### config.mk
export PLATFORM = sky130hd
export DESIGN_NAME = conv_ctrl_param
export DESIGN_NICKNAME = d
export VERILOG_FILES = /design/src/rtl/conv_pkg.sv /design/src/rtl/conv_ctrl_param_counter.sv /design/src/rtl/conv_ctrl_param.sv
export SDC_FILE = /design/constraint.sdc
export NUM_CORES = 1
export LEC_CHECK = 0
export CAP_MARGIN = 15
export CORE_MARGIN = 2
export CORE_UTILIZATION = 30
export DETAILED_ROUTE_END_ITERATION = 10
export PLACE_DENSITY = 0.45
export SLEW_MARGIN = 10
export SYNTH_ARGS = -nofsm -noshare
export SYNTH_HDL_FRONTEND = slang
export SYNTH_SLANG_ARGS = --single-unit
### constraint.sdc
create_clock -name clk -period 5.55 [get_ports clk]
set_input_delay 0.555 -clock clk [delete_from_list [all_inputs] [get_ports clk]]
set_output_delay 0.555 -clock clk [all_outputs]
set_load 0.03 [all_outputs]
### src/rtl/conv_pkg.sv
// Shared definitions for the convolution sequencing controller: state encoding,
// default address constants and a counter-width helper.
package conv_pkg;

    typedef enum logic [3:0] {
        S_IDLE,
        S_LD_FILTER,
        S_NEXT_FILTER,
        S_LD_SLICE,
        S_LD_BUFFER,
        S_MAC,
        S_LD_RESULT,
        S_WRITE_MEM,
        S_UPDATE,
        S_INC_OFFSET,
        S_DONE
    } state_t;

    localparam int DEF_AW       = 16;
    localparam int DEF_IMG_BASE = 'h0100;
    localparam int DEF_OUT_BASE = 'h0800;

    // Bit width needed to hold 0..n-1, never narrower than one bit.
    function automatic int cw(input int n);
        return (n > 1) ? $clog2(n) : 1;
    endfunction

endpackage

### src/rtl/conv_ctrl_param_counter.sv
// Modulo-MAX loop counter with enable, synchronous clear and terminal-count flag.
module ctrl_counter
    import conv_pkg::*;
#(
    parameter int MAX = 4
) (
    input  logic                clk,
    input  logic                rst,
    input  logic                en,
    input  logic                clr,
    output logic [cw(MAX)-1:0]  value,
    output logic                last
);

    localparam int             W   = cw(MAX);
    localparam logic [W-1:0]   TOP = W'(MAX - 1);

    logic [W-1:0] value_reg;

    always_ff @(posedge clk) begin
        if (rst || clr) begin
            value_reg <= '0;
        end else if (en) begin
            value_reg <= (value_reg == TOP) ? '0 : value_reg + 1'b1;
        end
    end

    assign value = value_reg;
    assign last  = (value_reg == TOP);

endmodule

### src/rtl/conv_ctrl_param.sv
// Sequencing controller for the convolution accelerator: owns its loop counters,
// memory address generation, the memory stall handshake and grouped output writes.
module conv_ctrl_param
    import conv_pkg::*;
#(
    parameter int            AW           = DEF_AW,
    parameter int            FILTER_LEN   = 4,
    parameter int            NUM_FILTERS  = 4,
    parameter int            SLICE_LEN    = 16,
    parameter int            BUF_ROWS     = 4,
    parameter int            MAC_LEN      = 16,
    parameter int            COLS         = 13,
    parameter int            GROUP        = 4,
    parameter int            NUM_OUT      = 43,
    parameter logic [AW-1:0] IMG_BASE     = AW'(DEF_IMG_BASE),
    parameter logic [AW-1:0] OUT_BASE     = AW'(DEF_OUT_BASE),
    parameter int            SLICE_STRIDE = 1
) (
    input  logic                         clk,
    input  logic                         rst,
    input  logic                         start,
    input  logic                         mem_ready,
    output logic                         busy,
    output logic                         done,
    output logic                         mem_rd,
    output logic                         mem_wr,
    output logic [AW-1:0]                mem_addr,
    output logic                         filter_wr_en,
    output logic [cw(NUM_FILTERS)-1:0]   filter_idx,
    output logic                         img_wr_en,
    output logic                         img_slice_en,
    output logic                         acc_en,
    output logic                         rst_acc,
    output logic                         res_buffer_en,
    output logic                         rst_res_reg,
    output logic [cw(NUM_OUT+1)-1:0]     out_count
);

    localparam int KW  = cw(FILTER_LEN);
    localparam int FW  = cw(NUM_FILTERS);
    localparam int IW  = cw(SLICE_LEN);
    localparam int RW  = cw(BUF_ROWS);
    localparam int MW  = cw(MAC_LEN);
    localparam int CLW = cw(COLS);
    localparam int GW  = cw(GROUP);
    localparam int OW  = cw(NUM_OUT + 1);

    localparam logic [OW-1:0] LAST_OUT    = OW'(NUM_OUT - 1);
    localparam logic [OW-1:0] ALL_OUT     = OW'(NUM_OUT);
    localparam logic [AW-1:0] FILTER_STEP = AW'(FILTER_LEN);
    localparam logic [AW-1:0] STRIDE_STEP = AW'(SLICE_STRIDE);

    state_t          state_reg;
    logic [AW-1:0]   offset_reg;
    logic [OW-1:0]   prod_reg;
    logic [OW-1:0]   out_count_reg;
    logic            rst_res_pulse_reg;

    logic [KW-1:0]   k_val;
    logic [FW-1:0]   fi_val;
    logic [IW-1:0]   i_val;
    logic [RW-1:0]   row_val;
    logic [MW-1:0]   mac_val;
    logic [CLW-1:0]  col_val;
    logic [GW-1:0]   grp_val;
    logic            k_last, fi_last, i_last, row_last, mac_last, col_last, grp_last;

    logic            run_clr;
    logic            wr_accept;
    logic            unused_cnt;

    assign run_clr   = (state_reg == S_IDLE) && start;
    assign wr_accept = (state_reg == S_WRITE_MEM) && mem_ready;

    // Loop counters; every one is cleared when a run begins.
    ctrl_counter #(.MAX(FILTER_LEN)) u_k (
        .clk(clk), .rst(rst), .en((state_reg == S_LD_FILTER) && mem_ready),
        .clr(run_clr), .value(k_val), .last(k_last)
    );

    ctrl_counter #(.MAX(NUM_FILTERS)) u_filter (
        .clk(clk), .rst(rst), .en(state_reg == S_NEXT_FILTER),
        .clr(run_clr), .value(fi_val), .last(fi_last)
    );

    ctrl_counter #(.MAX(SLICE_LEN)) u_i (
        .clk(clk), .rst(rst), .en((state_reg == S_LD_SLICE) && mem_ready),
        .clr(run_clr), .value(i_val), .last(i_last)
    );

    ctrl_counter #(.MAX(BUF_ROWS)) u_row (
        .clk(clk), .rst(rst), .en(state_reg == S_LD_BUFFER),
        .clr(run_clr), .value(row_val), .last(row_last)
    );

    ctrl_counter #(.MAX(MAC_LEN)) u_mac (
        .clk(clk), .rst(rst), .en(state_reg == S_MAC),
        .clr(run_clr), .value(mac_val), .last(mac_last)
    );

    ctrl_counter #(.MAX(COLS)) u_col (
        .clk(clk), .rst(rst), .en(state_reg == S_UPDATE),
        .clr(run_clr), .value(col_val), .last(col_last)
    );

    // A flushed partial group restarts the group count on the write accept.
    ctrl_counter #(.MAX(GROUP)) u_grp (
        .clk(clk), .rst(rst), .en(state_reg == S_LD_RESULT),
        .clr(run_clr || wr_accept), .value(grp_val), .last(grp_last)
    );

    assign unused_cnt = ^{row_val, mac_val, col_val, grp_val};

    always_ff @(posedge clk) begin
        if (rst) begin
            state_reg         <= S_IDLE;
            offset_reg        <= '0;
            prod_reg          <= '0;
            out_count_reg     <= '0;
            rst_res_pulse_reg <= 1'b0;
        end else begin
            rst_res_pulse_reg <= 1'b0;
            case (state_reg)
                S_IDLE: begin
                    if (start) begin
                        state_reg     <= S_LD_FILTER;
                        offset_reg    <= '0;
                        prod_reg      <= '0;
                        out_count_reg <= '0;
                    end
                end
                S_LD_FILTER: begin
                    if (mem_ready && k_last) begin
                        state_reg <= S_NEXT_FILTER;
                    end
                end
                S_NEXT_FILTER: begin
                    state_reg <= fi_last ? S_LD_SLICE : S_LD_FILTER;
                end
                S_LD_SLICE: begin
                    if (mem_ready && i_last) begin
                        state_reg <= S_LD_BUFFER;
                    end
                end
                S_LD_BUFFER: begin
                    if (row_last) begin
                        state_reg <= S_MAC;
                    end
                end
                S_MAC: begin
                    if (mac_last) begin
                        state_reg <= S_LD_RESULT;
                    end
                end
                S_LD_RESULT: begin
                    prod_reg  <= prod_reg + 1'b1;
                    state_reg <= (grp_last || (prod_reg == LAST_OUT)) ? S_WRITE_MEM : S_UPDATE;
                end
                S_WRITE_MEM: begin
                    if (mem_ready) begin
                        out_count_reg     <= out_count_reg + 1'b1;
                        rst_res_pulse_reg <= 1'b1;
                        state_reg         <= (prod_reg == ALL_OUT) ? S_DONE : S_UPDATE;
                    end
                end
                S_UPDATE: begin
                    state_reg <= col_last ? S_INC_OFFSET : S_LD_BUFFER;
                end
                S_INC_OFFSET: begin
                    offset_reg <= offset_reg + STRIDE_STEP;
                    state_reg  <= S_LD_SLICE;
                end
                S_DONE: begin
                    state_reg <= S_IDLE;
                end
                default: begin
                    state_reg <= S_IDLE;
                end
            endcase
        end
    end

    // Moore decode: strobes and address depend only on state and counters.
    always_comb begin
        mem_rd        = 1'b0;
        mem_wr        = 1'b0;
        mem_addr      = '0;
        filter_wr_en  = 1'b0;
        img_wr_en     = 1'b0;
        img_slice_en  = 1'b0;
        acc_en        = 1'b0;
        rst_acc       = 1'b0;
        res_buffer_en = 1'b0;
        done          = 1'b0;
        case (state_reg)
            S_LD_FILTER: begin
                mem_rd       = 1'b1;
                filter_wr_en = 1'b1;
                mem_addr     = AW'(fi_val) * FILTER_STEP + AW'(k_val);
            end
            S_LD_SLICE: begin
                mem_rd    = 1'b1;
                img_wr_en = 1'b1;
                mem_addr  = IMG_BASE + offset_reg + AW'(i_val);
            end
            S_LD_BUFFER: img_slice_en = 1'b1;
            S_MAC:       acc_en       = 1'b1;
            S_LD_RESULT: begin
                res_buffer_en = 1'b1;
                rst_acc       = 1'b1;
            end
            S_WRITE_MEM: begin
                mem_wr   = 1'b1;
                mem_addr = OUT_BASE + AW'(out_count_reg);
            end
            S_DONE:      done = 1'b1;
            default: begin
            end
        endcase
    end

    assign busy        = (state_reg != S_IDLE);
    assign filter_idx  = fi_val;
    assign out_count   = out_count_reg;
    assign rst_res_reg = rst_res_pulse_reg;

endmodule
==> metrics.md, run 1 <==
| Metric | Value |
|---|---|
| Max FFs per register | `16` |
| Hold slack | `between 0.4 and 0.5 ns` |
| CTS Buffer Depth | `2` |
| Synth area leaders | `dfxtp_1 31%, ha_1 5.9%, a21oi_1 5.4%` |
| Tmin final | `approximately 4.3 ns` |
| Max-cap violations | `0` |
| PortBufs | `38` |
| Post-Route Utilization | `0.3678` |
| Final TNS setup | `0 ns` |
| Yosys reg bits | `53` |
| Mapped cell area | `around 3400 µm²` |
| Fin. max-slew vios | `0` |
| Crit path launch type | `flop` |
| Hold Path Class | `reg -> reg` |
| Fraction of layout cells with a size suffix above 1 | `0.04556` |
| Post-synth top area share | `0.3118` |
| Warnings, synthesis | `0` |
| Layout Skew | `0.009252 ns` |
| Largest fanout on the critical path | `23` |
| Final GP Congestion | `roughly 0.76` |
| Num CTS Buffers | `5` |
| PwrDens | `roughly 280 nW/µm²` |
| Die Wd | `~110 µm` |
| Status | `finished clean` |
| DRT Wirelength | `approximately 9200 µm` |
| Pre-antenna DRT Iters | `6` |
| Worst EP required | `about 5 ns` |
| Total gr overflow | `0` |
| Commonest non-fill, non-tap cell in the layout | `dfxtp_1` |
| Largest net degree at the start of global routing | `29` |
| Cts hold-fix bufs | `0` |
| Worst Setup Path Type | `reg -> out` |
| Mapped Cells | `419` |
| F_max | `between 0.2 and 0.25 GHz` |
| Layout Area Growth over Synthesis | `18.20%` |
| Starting DRT DRC Count | `130` |
| Vias | `~3,100` |
| Root Driver | `clkbuf_16` |
| Mapped Nets | `440` |
| Final net count | `between 400 and 500` |
| RSZ-0062 raised after global routing | `no` |
| Die Ht | `~110 µm` |
| Setup bufs post-CTS | `0` |
| Post-synth EDFFs | `0` |
| Fin. Hold Viols | `0` |
| Post-synth ARST share | `0` |
| Syn avg cell area | `about 8.1 µm²` |
| Avg Vias per Cell | `between 5 and 6` |
| Post-CTS Resized | `0` |
| Clk slew on worst S/H paths | `0.07 ns` |
| Antenna violations before repair | `0` |
| Synth cell types | `64` |
| LEAKAGE | `roughly 1.4 nW` |
| Hpwl dp | `approximately 6500 µm` |
| CP endpoint kind | `primary output` |
| Vias in the first global route | `2,970` |
| Row cnt | `38` |
| Routed Antenna Nets | `0` |
| Die footprint | `approximately 12,000 µm²` |
| Antenna diodes | `0` |
| CTS tree | `built` |
| Seq/Total Area, Yosys | `0.3118` |
| CTS sink count | `53` |
| Area leader, netlist | `dfxtp_1` |
| Max IR drop VDD | `roughly 0.00021 V` |
| CP arrival | `between 3 and 4 ns` |
| CORE AREA | `about 11,000 µm²` |
| Tcrit/Tclk final | `0.7726` |
| Final setup viols | `0` |
| Drt drc | `0` |
| Main synth FF type | `dfxtp_1` |
| WL/cell | `15.92 µm` |
| H-tree levels | `2` |
| Rel. slew slack | `0.3040` |
| Commonest cells after routing, fill and taps aside | `53 x dfxtp_1, 43 x nand2_1, 38 x clkdlybuf4s50_1` |
| Gr usage total | `0.1536` |
| Clk_lat worst skew | `0.29 ns` |
| I/O pin total | `39` |
| Worst-margin pin slew | `~1.0 ns` |
| First-pass GRT wire length | `15,480 µm` |
| Initial core utilization | `0.3112` |
path summary, 6_finish.rpt:
kind / startpoint / end / slack [ns] / depth (start not counted)
worst max-delay path: state_reg[3]$_SDFFE_PP0P_ / mem_addr[5] / 1.26 / 5
worst min-delay path: u_grp.value[1]$_SDFFE_PP0P_ / u_grp.value[1]$_SDFFE_PP0P_ / 0.48 / 2
worst max register to register: state_reg[3]$_SDFFE_PP0P_ / u_i.value[0]$_SDFFE_PP0P_ / 2.68 / 5
worst min register to register: u_grp.value[1]$_SDFFE_PP0P_ / u_grp.value[1]$_SDFFE_PP0P_ / 0.48 / 2
per-layer routing:
layer,routed length (µm),global-route usage,up-vias
li1,-,-,1579
met1,4574,0.2089,1487
met2,4256,0.2548,44
met3,314,0.02744,7
met4,70,0.03250,0
met5,0,0,-
area by class of cell:
class	count	area [µm²]
fill	1160	6913
timing repair buffer	40	395.4
sequential	53	1061
inverter	12	45.04
clock buffer	5	125.1
multi-input combinational	326	2156
clock inverter	3	65.06
tap	140	175.2
cells in the mapped netlist (3+ instances only):
library cell and count:
or3_1 12, a21o_1 4, nand3_1 18, a311oi_1 3
clkbuf_1 15, ha_1 16, inv_1 9, nand3b_1 3
o21ai_0 17, a211oi_1 6, xnor2_1 6, o31ai_1 3
nor3_1 10, xor2_1 7, a22oi_1 4, buf_4 6
nor2_1 34, mux2i_1 14, buf_2 5, and3_1 4
o211ai_1 5, nand2b_1 13, nand4_1 11, nand4bb_1 3
a21oi_1 37, a41oi_1 3, and4_1 5, dfxtp_1 53
nand2_1 43, a31oi_1 3, a211o_1 3
report_power, final:
part	switching [mW]	leakage [nW]	internal, mW
Combinational	0.190	0.838	0.112
Sequential	0.0369	0.427	0.394
Clock	0.147	0.0938	0.258
Total	0.374	1.36	0.764
worst max-delay path, cell delays in order (launching register included):
cell and delay, ns:
dfxtp_1 0.92, nand4bb_1 0.61, clkinv_1 0.67, and4_1 0.42
a211o_1 0.22, clkdlybuf4s50_1 0.59
cells by family (layout without fill, tap and decap cells):
logic type                 Yosys count  in the layout  synth area share
muxes                               14             14           0.04118
buffers and inverters               40             60           0.05477
DFF                                 53             53            0.3118
and+or+nand+nor                    175            175            0.2776
AOI/OAI and AO/OA                  107            107            0.2166
xor gates and xnor gates            13             13           0.03346
adders and majority gates           17             17           0.06471
stage by stage:
step	area [µm²]	cells	worst slack, ns	power [mW]
3_5_place_dp	3832	571	1.620	0.7436
5_1_grt	4023	579	1.100	1.201
2_1_floorplan	3403	419	2.685	0.6614
6_report	4023	579	1.262	1.138
4_1_cts	4023	579	1.289	1.157
3_3_place_gp	3832	571	1.705	0.7451
(Power assumes the default switching activity.)
==> inputs of run 2 (changes only) <==
--- a/config.mk
+++ b/config.mk
@@ -9,7 +9,7 @@
 export CORE_MARGIN = 2
 export CORE_UTILIZATION = 30
 export DETAILED_ROUTE_END_ITERATION = 10
-export PLACE_DENSITY = 0.45
+export PLACE_DENSITY = 0.47
 export SLEW_MARGIN = 10
 export SYNTH_ARGS = -nofsm -noshare
 export SYNTH_HDL_FRONTEND = slang
==> constraint.sdc (replaced) <==
create_clock -name clk -period 3.7 [get_ports clk]
set_input_delay 0.37 -clock clk [delete_from_list [all_inputs] [get_ports clk]]
set_output_delay 0.37 -clock clk [all_outputs]
set_load 0.03 [all_outputs]
==> metrics.md, run 2 (synthesized netlist as in run 1, its figures left out) <==
| Metric | Value |
|---|---|
| WL/cell | `15.76 µm (-0.95%)` |
| CTS sink count | `53 (unchanged)` |
| CORE AREA | `10,940 µm² (unchanged)` |
| Worst-margin pin slew | `0.7126 ns (-0.3281 ns)` |
| CTS Buffer Depth | `2 (unchanged)` |
| Die Ht | `110.5 µm (unchanged)` |
| RSZ-0062 raised after global routing | `no` |
| Setup ws final | `0.5248 ns (-0.7370 ns)` |
| Gr busiest metal | `met2` |
| F_max | `roughly 0.31 GHz` |
| Row cnt | `38 (unchanged)` |
| First-pass GRT wire length | `15,170 µm (-2.0%)` |
| Commonest cells after routing, fill and taps aside | `53 x dfxtp_1, 43 x nand2_1, 38 x clkdlybuf4s50_1` |
| Max IR drop VDD | `0.0002108 V (+1.2%)` |
| Fraction of layout cells with a size suffix above 1 | `0.06889 (+0.02333)` |
| Antenna diodes | `0 (unchanged)` |
| Fin. max-slew vios | `0 (unchanged)` |
| I/O pin total | `39 (unchanged)` |
| DRT Wirelength | `9301 µm (+0.93%)` |
| Final GP Congestion | `0.8129 (+6.8%)` |
| Antenna violations before repair | `0 (unchanged)` |
| Tmin final | `around 3.2 ns` |
| Fin. Hold Viols | `0 (unchanged)` |
| Status | `finished clean` |
| Hpwl dp | `6540 µm (+0.74%)` |
| Die Wd | `110.5 µm (unchanged)` |
| Max-cap violations | `0 (unchanged)` |
| Pre-CTS setup slack | `0.8516 ns (-0.7686 ns)` |
| GRT met3 Usage | `0.02525 (-0.002195)` |
| Clk slew on worst S/H paths | `0.07 ns (about the same)` |
| Vias in the first global route | `2,826 (-4.8%)` |
| Total gr overflow | `0 (unchanged)` |
| Slowest CP cell | `clkdlybuf4s50_1` |
| Crit path launch type | `flop` |
| Final TNS setup | `0 ns (unchanged)` |
| Rel. slew slack | `0.5249 (+0.2209)` |
| Initial core utilization | `0.3112 (unchanged)` |
| Vias | `3,125 (+0.26%)` |
| Commonest non-fill, non-tap cell in the layout | `dfxtp_1` |
| Layout Area Growth over Synthesis | `19.67%` |
| PortBufs | `38 (unchanged)` |
| Total power | `1.640 mW (+44%)` |
| Max FFs per register | `16 (unchanged)` |
| LEAKAGE | `1.401 nW (+3.1%)` |
| Layout Skew | `0.005213 ns (-0.004039 ns)` |
| CTS tree | `built` |
| Met2 Use GR | `0.2466 (-0.008180)` |
| CP arrival | `2.81 ns (-0.92 ns)` |
| Num CTS Buffers | `5 (unchanged)` |
| H-tree levels | `2 (unchanged)` |
| Worst Setup Path Type | `reg -> out` |
| Routed Antenna Nets | `0 (unchanged)` |
| Largest net degree at the start of global routing | `29 (unchanged)` |
| Post-CTS Resized | `0 (unchanged)` |
| CP cell instances | `ha_1 > fa_1 > a21o_1 > a21oi_1 > buf_4 > o21ai_0 > mux2i_1 > clkdlybuf4s50_1` |
| Setup bufs post-CTS | `0 (unchanged)` |
| Avg Vias per Cell | `5.297 (-1.6%)` |
| Global-route track usage on met1 | `0.2099 (+0.0009855)` |
| Die footprint | `12,210 µm² (unchanged)` |
| Starting DRT DRC Count | `139 (+6.9%)` |
| CP top delay family | `buffers and inverters` |
| CP endpoint kind | `primary output` |
| Tcrit/Tclk final | `0.8582` |
| Crit-path max cell delay | `0.69 ns (-0.23 ns)` |
| Cts hold-fix bufs | `0 (unchanged)` |
| Clk_lat worst skew | `0.30 ns (about the same)` |
| Pre-antenna DRT Iters | `4 (-2)` |
| Worst EP required | `3.33 ns (-1.66 ns)` |
| Drt drc | `0 (unchanged)` |
| Hold Path Class | `reg -> reg` |
| Final setup viols | `0 (unchanged)` |
| Gr usage total | `0.1541 (+0.0004785)` |
| Root Driver | `clkbuf_16` |
| Largest fanout on the critical path | `8 (-65%)` |
| Worst Path Buf+Inv | `2 (unchanged)` |
| Final net count | `470 (+2.4%)` |
| PwrDens | `402.8 nW/µm² (+42%)` |
-- run 2: area by class of cell --
cell class,count,area (µm²)
repair buffers,51,478.0
fillers,1193,6863
inverters,12,45.04
well taps,140,175.2
clock inverters,1,5.005
flip-flops and latches,53,1061
clock buffers,7,152.6
multi-input cells,326,2156
-- run 2: worst reg2reg max path, cell delays in order (launching register included) --
cell and delay [ns]:
dfxtp_1 0.52, buf_4 0.28, nor4_1 0.08, buf_4 0.17, nand2_2 0.23, nand2_2 0.44, a221oi_1 0.37
-- run 2: path summary, 6_finish.rpt --
kind                                   start                     endpoint  slack, ns  cells after the start
hold / removal     u_k.value[1]$_SDFFE_PP0P_    u_k.value[1]$_SDFFE_PP0P_       0.48                      2
setup / recovery  offset_reg[0]$_SDFFE_PP0P_                 mem_addr[14]       0.52                      8
setup reg to reg   state_reg[1]$_SDFFE_PP0P_  u_grp.value[0]$_SDFFE_PP0P_       1.52                      6
hold reg to reg    u_k.value[1]$_SDFFE_PP0P_    u_k.value[1]$_SDFFE_PP0P_       0.48                      2
-- run 2: routing by layer --
| metal | routed length (µm) | up-vias |
|---|---|---|
| met5 | 0 | - |
| met4 | 161 | 0 |
| met3 | 232 | 10 |
| met2 | 4276 | 30 |
| met1 | 4630 | 1485 |
| li1 | - | 1600 |
-- run 2: per-stage QoR --
| stage | instance area, µm² | cells | util | hold WS (ns) |
|---|---|---|---|---|
| global placement | 3915 | 582 | 0.3580 | 0.4694 |
| global route | 4073 | 590 | 0.3724 | 0.5137 |
| detailed placement | 3915 | 582 | 0.3580 | 0.4755 |
| CTS | 4073 | 590 | 0.3724 | 0.4855 |
| floorplan | 3403 | 419 | - | 0.4535 |
| finish | 4073 | 590 | 0.3724 | 0.4826 |
-- run 2: where the power goes --
| part | switching [mW] | total (mW) | internal (mW) |
|---|---|---|---|
| clock | 0.220 | 0.507 | 0.287 |
| sequential | 0.0342 | 0.625 | 0.591 |
| combinational | 0.317 | 0.508 | 0.191 |
